File: src/rtl/lut_table_writer_pkg.sv
// Shared types and constants for the LUT truth-table writer.
// FSM state encoding, header field positions and default geometry.
package lut_writer_pkg;

  typedef enum logic [1:0] {
    ST_IDLE   = 2'd0,
    ST_LOAD   = 2'd1,
    ST_COMMIT = 2'd2,
    ST_DRAIN  = 2'd3
  } state_e;

  localparam int HDR_IDX_LSB = 0;
  localparam int HDR_IDX_MSB = 7;
  localparam int HDR_PAR_BIT = 15;

  localparam int DEF_IN_BITS = 6;
  localparam int DEF_WORD_W  = 16;

endpackage

File: src/rtl/lut_table_writer_bank.sv
// Truth-table storage: NUM_NEURONS tables of 2**IN_BITS bits, one full-table
// write port and one registered single-bit read port.
module lut_table_bank
  import lut_writer_pkg::*;
#(
  parameter int NUM_NEURONS = 8,
  parameter int IN_BITS     = DEF_IN_BITS
) (
  input  logic                           clk,
  input  logic                           rst_n,
  input  logic                           wr_en,
  input  logic [$clog2(NUM_NEURONS)-1:0] wr_idx,
  input  logic [(2**IN_BITS)-1:0]        wr_data,
  input  logic                           rd_en,
  input  logic [$clog2(NUM_NEURONS)-1:0] rd_idx,
  input  logic [IN_BITS-1:0]             rd_addr,
  output logic                           rd_data,
  output logic                           rd_valid
);

  localparam int DEPTH = 2**IN_BITS;

  logic [NUM_NEURONS-1:0][DEPTH-1:0] mem_q;
  logic                              rd_data_q, rd_data_d;
  logic                              rd_valid_q;
  logic                              in_range;

  assign in_range = (32'(rd_idx) < 32'(NUM_NEURONS));

  // Reads sample mem_q before a same-edge write lands, so a lookup racing a
  // commit sees the complete old table.
  always_comb begin
    rd_data_d = 1'b0;
    if (rd_en && in_range) begin
      rd_data_d = mem_q[rd_idx][rd_addr];
    end
  end

  always_ff @(posedge clk) begin
    if (!rst_n) begin
      mem_q      <= '0;
      rd_data_q  <= 1'b0;
      rd_valid_q <= 1'b0;
    end else begin
      if (wr_en) begin
        mem_q[wr_idx] <= wr_data;
      end
      rd_data_q  <= rd_data_d;
      rd_valid_q <= rd_en;
    end
  end

  assign rd_data  = rd_data_q;
  assign rd_valid = rd_valid_q;

endmodule

File: src/rtl/lut_table_writer.sv
// Framed truth-table loader with atomic commit and concurrent 1-cycle lookups.
// Optional header parity check enabled by LUT_TABLE_WRITER_PARITY_EN.
module lut_table_writer
  import lut_writer_pkg::*;
#(
  parameter int NUM_NEURONS = 8,
  parameter int IN_BITS     = DEF_IN_BITS,
  parameter int WORD_W      = DEF_WORD_W
) (
  input  logic                           clk,
  input  logic                           rst_n,
  input  logic                           cfg_valid,
  output logic                           cfg_ready,
  input  logic [WORD_W-1:0]              cfg_data,
  input  logic                           cfg_last,
  input  logic                           lk_valid,
  input  logic [$clog2(NUM_NEURONS)-1:0] lk_neuron,
  input  logic [IN_BITS-1:0]             lk_addr,
  output logic                           lk_out,
  output logic                           lk_out_valid,
  output logic                           cfg_done,
  output logic                           cfg_err
);

  localparam int DEPTH  = 2**IN_BITS;
  localparam int WPT    = DEPTH / WORD_W;
  localparam int CNT_W  = (WPT > 1) ? $clog2(WPT) : 1;
  localparam int NIDX_W = $clog2(NUM_NEURONS);
  localparam logic [CNT_W-1:0] CNT_LAST = CNT_W'(WPT - 1);

  state_e                         state_q, state_d;
  logic [CNT_W-1:0]               cnt_q, cnt_d;
  logic [NIDX_W-1:0]              tgt_q, tgt_d;
  logic [WPT-1:0][WORD_W-1:0]     shadow_q, shadow_d;
  logic                           err_q, err_d;
  logic                           cfg_fire;
  logic                           hdr_ok;
  logic                           parity_ok;
  logic                           commit_en;
  logic [DEPTH-1:0]               shadow_flat;

  assign cfg_ready = rst_n && (state_q != ST_COMMIT);
  assign cfg_fire  = cfg_valid && cfg_ready;
  assign hdr_ok    = (32'(cfg_data[HDR_IDX_MSB:HDR_IDX_LSB]) < 32'(NUM_NEURONS));

`ifdef LUT_TABLE_WRITER_PARITY_EN
  logic par_q, par_d;
  logic hdr_par_q, hdr_par_d;

  always_comb begin
    par_d     = par_q;
    hdr_par_d = hdr_par_q;
    if (cfg_fire && state_q == ST_IDLE) begin
      par_d     = 1'b0;
      hdr_par_d = cfg_data[HDR_PAR_BIT];
    end else if (cfg_fire && state_q == ST_LOAD) begin
      par_d = par_q ^ (^cfg_data);
    end
  end

  always_ff @(posedge clk) begin
    if (!rst_n) begin
      par_q     <= 1'b0;
      hdr_par_q <= 1'b0;
    end else begin
      par_q     <= par_d;
      hdr_par_q <= hdr_par_d;
    end
  end

  // Final word is still on the bus, so fold it in before comparing.
  assign parity_ok = ((par_q ^ (^cfg_data)) == hdr_par_q);
`else
  assign parity_ok = 1'b1;
`endif

  always_comb begin
    state_d   = state_q;
    cnt_d     = cnt_q;
    tgt_d     = tgt_q;
    shadow_d  = shadow_q;
    err_d     = 1'b0;
    commit_en = 1'b0;
    case (state_q)
      ST_IDLE: begin
        if (cfg_fire) begin
          if (hdr_ok && !cfg_last) begin
            state_d = ST_LOAD;
            cnt_d   = '0;
            tgt_d   = cfg_data[NIDX_W-1:0];
          end else if (cfg_last) begin
            err_d = 1'b1;
          end else begin
            state_d = ST_DRAIN;
          end
        end
      end
      ST_LOAD: begin
        if (cfg_fire) begin
          shadow_d[cnt_q] = cfg_data;
          cnt_d           = cnt_q + 1'b1;
          if (cnt_q == CNT_LAST) begin
            if (!cfg_last) begin
              err_d   = 1'b1;
              state_d = ST_DRAIN;
            end else if (!parity_ok) begin
              err_d   = 1'b1;
              state_d = ST_IDLE;
            end else begin
              state_d = ST_COMMIT;
            end
          end else if (cfg_last) begin
            err_d   = 1'b1;
            state_d = ST_IDLE;
          end
        end
      end
      ST_COMMIT: begin
        commit_en = 1'b1;
        state_d   = ST_IDLE;
      end
      ST_DRAIN: begin
        if (cfg_fire && cfg_last) begin
          err_d   = 1'b1;
          state_d = ST_IDLE;
        end
      end
      default: state_d = ST_IDLE;
    endcase
  end

  always_ff @(posedge clk) begin
    if (!rst_n) begin
      state_q  <= ST_IDLE;
      cnt_q    <= '0;
      tgt_q    <= '0;
      shadow_q <= '0;
      err_q    <= 1'b0;
    end else begin
      state_q  <= state_d;
      cnt_q    <= cnt_d;
      tgt_q    <= tgt_d;
      shadow_q <= shadow_d;
      err_q    <= err_d;
    end
  end

  assign cfg_done    = (state_q == ST_COMMIT);
  assign cfg_err     = err_q;
  assign shadow_flat = shadow_q;

  lut_table_bank #(
    .NUM_NEURONS (NUM_NEURONS),
    .IN_BITS     (IN_BITS)
  ) u_bank (
    .clk      (clk),
    .rst_n    (rst_n),
    .wr_en    (commit_en),
    .wr_idx   (tgt_q),
    .wr_data  (shadow_flat),
    .rd_en    (lk_valid),
    .rd_idx   (lk_neuron),
    .rd_addr  (lk_addr),
    .rd_data  (lk_out),
    .rd_valid (lk_out_valid)
  );

endmodule
File: config.mk
export PLATFORM = sky130hd
export DESIGN_NAME = lut_table_writer
export DESIGN_NICKNAME = d
export VERILOG_FILES = /design/src/rtl/lut_table_writer_pkg.sv /design/src/rtl/lut_table_writer_bank.sv /design/src/rtl/lut_table_writer.sv
export SDC_FILE = /design/constraint.sdc
export NUM_CORES = 1
export LEC_CHECK = 0
export CORE_MARGIN = 2
export CORE_UTILIZATION = 55
export CTS_CLUSTER_SIZE = 10
export DETAILED_ROUTE_END_ITERATION = 6
export PLACE_DENSITY_LB_ADDON = 0.2
export SLEW_MARGIN = 0
export SYNTH_ARGS = -nofsm -noshare
export SYNTH_HDL_FRONTEND = slang
export SYNTH_SLANG_ARGS = --single-unit
File: constraint.sdc
create_clock -name clk -period 3.85 [get_ports clk]
set_input_delay 0.77 -clock clk [delete_from_list [all_inputs] [get_ports clk]]
set_output_delay 0.77 -clock clk [all_outputs]
set_load 0.01 [all_outputs]
Yosys cells after proc, flatten, opt, wreduce, memory -nomap -nowiden:

Cells that the tools add are included.

* flip-flop bits (word level): 586
* input bits: 30

* add/subtract/negate cells: 1
* $lt $le $gt $ge: 7
* equality and inequality tests: 11
* muxes and demuxes: 32
* reduce and logical (&&, ||, !) cells: 14

Operators by type and width (count)
* 512-bit bitwise mux: 1
* 64-bit binary-select mux with 3-bit select: 1
* 64-bit demux with 3-bit select: 1
* 64-bit 2-to-1 mux: 2
* 64-bit bitwise mux: 1
* 16-bit demux with 2-bit select: 1
* 2-bit 2-to-1 mux: 10
* 16-bit 2-to-1 mux: 1
* 1-bit 2-to-1 mux: 10
* 2-bit inequality test, second input constant: 5
* 3-bit by 4-bit less-than comparator with 1-bit output, second input constant: 2
* 8-bit by 4-bit less-than comparator with 1-bit output, second input constant: 1
* 2-bit one-hot mux with 4 select lines: 1
* 6-bit by 7-bit less-than comparator with 1-bit output, second input constant: 1
* 1-bit binary-select mux with 6-bit select: 1
* 2-bit == test, second input constant: 3
* 1-bit logical AND: 6
* 3-bit inequality test, second input constant: 2
* 5-bit AND reduction: 1
* 2-bit one-hot mux with 2 select lines: 1
* 2-bit AND reduction: 2
* 4-bit AND reduction: 1
* 3-bit by 1-bit greater-or-equal comparator with 1-bit output, second input constant: 1
* 2-bit by 3-bit less-than comparator with 1-bit output, second input constant: 1
* 8 further kinds: 8

Longest topological paths before layout:

* depth in word-level cells: 6
* depth in mapped cells: 12

Hierarchy:

From an unflattened synthesis, not the netlist that was laid out.

* cells, all modules: 3001
* area total of the unflattened synthesis: 26512.9 um^2

Modules (own cells, without submodules)
* lut_table_bank: instances 1, cells an instance 2654, area each 23533.8 um^2, sequential area each 10289.9 um^2
* lut_table_writer: instances 1, cells an instance 347, area each 2979.1 um^2, sequential area each 1441.4 um^2

Worst setup path before layout:

OpenSTA, ideal clock, no wires.

* kind: input-to-reg
* from: in lk_neuron[1]
* to: reg u_bank.rd_data_q (netlist: u_bank.rd_data)
* arrival: 2.848 ns
* data required time: 3.730 ns
* slack: 0.882 ns
* stages: 10
* path buffers: 4
* cells stage by stage: buf_2 buf_2 buf_2 clkbuf_1 mux4_2 a22oi_1 o21ai_0 o32ai_1 o22ai_1 or2_1

* word-level cells in the longest chain between the ends: 4

RTL lines
* start, declared: RTL line lut_table_writer.sv:17 `input logic [$clog2(NUM_NEURONS)-1:0] lk_neuron,`
* 64-bit binary-select mux with 3-bit select: RTL line lut_table_writer_bank.sv:35 `rd_data_d = mem_q[rd_idx][rd_addr];`
* 64-bit 2-to-1 mux (implied by the code): RTL line lut_table_writer_bank.sv:35
* 1-bit binary-select mux with 6-bit select: RTL line lut_table_writer_bank.sv:35
* 1-bit 2-to-1 mux (implied by the code): RTL line lut_table_writer_bank.sv:35
* end signal, assigned: RTL line lut_table_writer_bank.sv:48 `rd_data_q <= rd_data_d;`
* end, declared: RTL line lut_table_writer_bank.sv:24 `logic rd_data_q, rd_data_d;`

Every way passes these cells. The select of a mux whose other input is x is not followed.
A chain may end at the register's enable or synchronous reset.

Worst setup path after layout:

* from: reg state_q[0]
* to: out cfg_done

* word-level cells in the longest chain between the ends: 1

RTL lines
* start, declared: RTL line lut_table_writer.sv:31 `state_e state_q, state_d;`
* start signal, assigned: RTL line lut_table_writer.sv:140 `state_q <= state_d;`
* 2-bit == test: RTL line lut_table_writer.sv:148 `assign cfg_done = (state_q == ST_COMMIT);`
* end, declared: RTL line lut_table_writer.sv:21 `output logic cfg_done,`

Every way passes these cells.

==> results.txt <==
GRT Overall Usage: 0.328
Clk buf depth: 3
Number of I/O pins: 35
CP delay by family, top: buffers and inverters
WP buf/inv: 2
Run status: complete, no violations
Multi-input logic area: 0.0134 mm²
FFs w/ async S/R, synth: 0
# hold bufs at CTS: 0
Worst-path cell chain: nand2b_1 > clkinv_1 > clkdlybuf4s50_1
Area Growth Syn to Fin: 9.28%
Register area share after synthesis: 0.444
Setup Viol. Count Final: 0
Starting Density: 0.555
Clock buffer count from CTS: 69
Clk sinks: 586
Post-Synth Adder-Cell Area: 0.00284
Post-synthesis mux area share: 0.113
Worst vdd ir: 0.368 mV
Register area: 0.0117 mm²
Clk root buf: clkbuf_16
Vias in the first global route: 21400
Fin. Hold Viols: 0
Max-cap violations: 0
Crit path max-delay cell type: clkdlybuf4s50_1
Top_reg_cell synth: dfxtp_1
PortBufs: 34
Total core area: 0.0476 mm²
# DRC: 0
Largest stage delay, worst path: 550 ps
Unique masters post-synth: 60
Clk_lat worst skew: 600 ps
Critical Path RT: 3080 ps
First-pass GRT wire length: 126000 µm
Top-area cell type share of the netlist area: 0.444
Slew headroom: 0.156
Hold Crit Class: reg2reg
Synth Warn #: 0
H-tree depth: 3
Grt total ovfl: 0
Ranking of synthesized cells by area: dfxtp_1 44%, nand2_1 17%, a21boi_0 16%
Lkg Pwr: 9.49 nW
Post-synthesis compound-gate area fraction: 0.197
Initial DRC count: 2530
Drt pass-1 iters: 6
CTS tree: yes
Largest family of logic cells by synthesized area: compound AO/OA/AOI/OAI gates
Die W: 223 µm
Vias per cell: 6.14
DRT antenna net count: 0
Max FO, Critical Path: 12
Final critical-path required period: 3160 ps
Routability cong.: 0.900
Worst-Margin Slew: 1270 ps
WP data arrival: 2390 ps
Setup Skew: 19.5 ps
Post-synth EDFFs: 0
WL final: 82200 µm
CTS resizes: 0
Unrepaired setup endpoints after global routing: no
Final worst path period share: 0.820
Synth Instances: 3069
Clk slew on worst S/H paths: 60 ps
Post-Synth XOR/XNOR Area: 0
Critical path capture point type: output pin
Largest net degree at the start of global routing: 305
Nets@finish: 2974
Post-Syn Nets: 3105
Worst Setup Start Kind: register
Final setup TNS: 0 ps
Final instance area: 0.0289 mm²
Vias: 21900
Hpwl dp: 47400 µm
Drt wl/cell: 23.0 µm
Die area: 0.0499 mm²
Ratio of cells with drive above 1 in the final layout: 0.0702
Critical path class: reg2out
Final Max Tran Viols: 0
Maximum clock rate: 0.317 GHz
#FFs+latches synth: 586
Mean Syn Cell Area: 8.62 µm²
Cell Area, Placed: 0.0270 mm²
Yosys top cell by area: dfxtp_1
Rows: 80
Die Y: 223 µm
Fill cell count: 4128
PwrDens: 431 mW/mm²
Post-CTS Setup Inserts: 0
Syn Std Cell Area: 0.0265 mm²
Simple-Gate Fraction of Synth Area: 0.192
Initial antenna violation count: 5
-- path summary, 6_finish.rpt --
| check | start | to | slack, ps | cells after the start |
|---|---|---|---|---|
| max reg2reg | state_q[0]$_SDFFE_PN0P_ | u_bank.mem_q[267]$_SDFFE_PN0P_ | 1180 | 7 |
| max | state_q[0]$_SDFFE_PN0P_ | cfg_done | 690 | 3 |
| min | u_bank.mem_q[456]$_SDFFE_PN0P_ | u_bank.mem_q[456]$_SDFFE_PN0P_ | 460 | 2 |
| min reg2reg | u_bank.mem_q[456]$_SDFFE_PN0P_ | u_bank.mem_q[456]$_SDFFE_PN0P_ | 460 | 2 |
-- synth_stat cells, drive strengths merged, types with 2 or more instances --
cell       n
o32ai      3
and3       3
o22ai     23
a22oi     34
nand4      8
nand2b     2
mux4      85
nor2      16
nor3      17
or3        2
or2        2
mux2       4
nor2b     11
clkbuf   261
nor4b      3
inv        9
o211ai     3
a211oi     4
mux2i     86
nand3     15
a221oi     2
a21oi     11
a22o       4
a21o       2
a21boi   577
o31ai      4
o221ai    13
nor4      10
nand2   1178
o21ai     15
or4        3
nor3b      4
buf       39
dfxtp    586
ha         6
and2       8
nand4b     4
a311oi     2
-- state kept, by name, summed over array words and instances, names as in the netlist --
signal,count
u_bank.rd_valid,1
shadow_flat,64
state_q,2
cnt_q,2
tgt_q,3
cfg_err,1
u_bank.rd_data,1
u_bank.mem_q,512
-- cells in the final DEF, fill, tap and decap left out, types with 4 or more instances in the layout --
master,netlist,routed
clkbuf_16,0,73
mux4_2,43,43
inv_1,9,9
and2_1,7,7
buf_12,5,16
o22ai_1,23,23
clkdlybuf4s50_1,0,31
o31ai_1,4,4
mux2_2,4,4
buf_4,5,48
a21boi_0,577,577
nor3_2,1,4
nor4_1,10,9
mux2i_1,86,86
nand3_1,15,12
nand4b_1,4,4
clkbuf_1,259,4
nor2b_1,11,11
a21oi_1,11,11
nor2_1,16,15
nand4_1,8,8
nor3_1,16,13
mux4_1,42,42
a22oi_1,34,34
dfxtp_1,586,586
nand2_1,1178,1177
a22o_1,4,4
a211oi_1,4,4
o21ai_0,14,14
ha_1,6,6
o221ai_1,13,13
-- layer usage --
layer | wire length [µm] | vias to the layer above | track usage
met3 | 6680 | 234 | 0.0656
li1 | - | 10000 | -
met5 | 27 | - | 0
met1 | 32700 | 10700 | 0.409
met4 | 3950 | 4 | 0.163
met2 | 38800 | 945 | 0.544
-- cell families after synthesis --
family	after synthesis
simple gates	1289
compound gates	703
flops	586
buf+inv	310
mux	175
fa+ha+maj	6
-- worst reg2reg max path, stage by stage, from the launching register on --
cell and delay (ps):
dfxtp_1 410, nand2b_1 360, clkinv_1 240, nand2_1 190
nor3_2 210, buf_4 790, nand2_1 170, a21boi_0 220
-- power by group --
| part | switching [mW] | total, mW | internal [mW] |
|---|---|---|---|
| clock | 2.39 | 5.76 | 3.37 |
| combinational | 0.350 | 0.587 | 0.238 |
| sequential | 0.0195 | 6.10 | 6.08 |
-- stage by stage --
step	setup WS, ps	hold slack, ps	instances	total power, mW	util
global placement	324	447	3482	6.79	0.567
global route	580	475	3564	12.8	0.607
CTS	691	462	3562	12.5	0.606
detailed placement	278	455	3482	6.80	0.567
floorplan	882	439	3069	6.60	-
finish	692	461	3565	12.4	0.607
-- cell type report --
cell class | instances | share of cell area
well taps | 615 | 0.0266
multi-input cells | 2173 | 0.465
clock buffers | 79 | 0.0647
diodes | 3 | 0.000260
repair buffers | 98 | 0.0357
clock inverters | 1 | 0.000303
flip-flops and latches | 586 | 0.406
inverters | 10 | 0.00130
No activity file was read; power rests on OpenSTA's default activity.
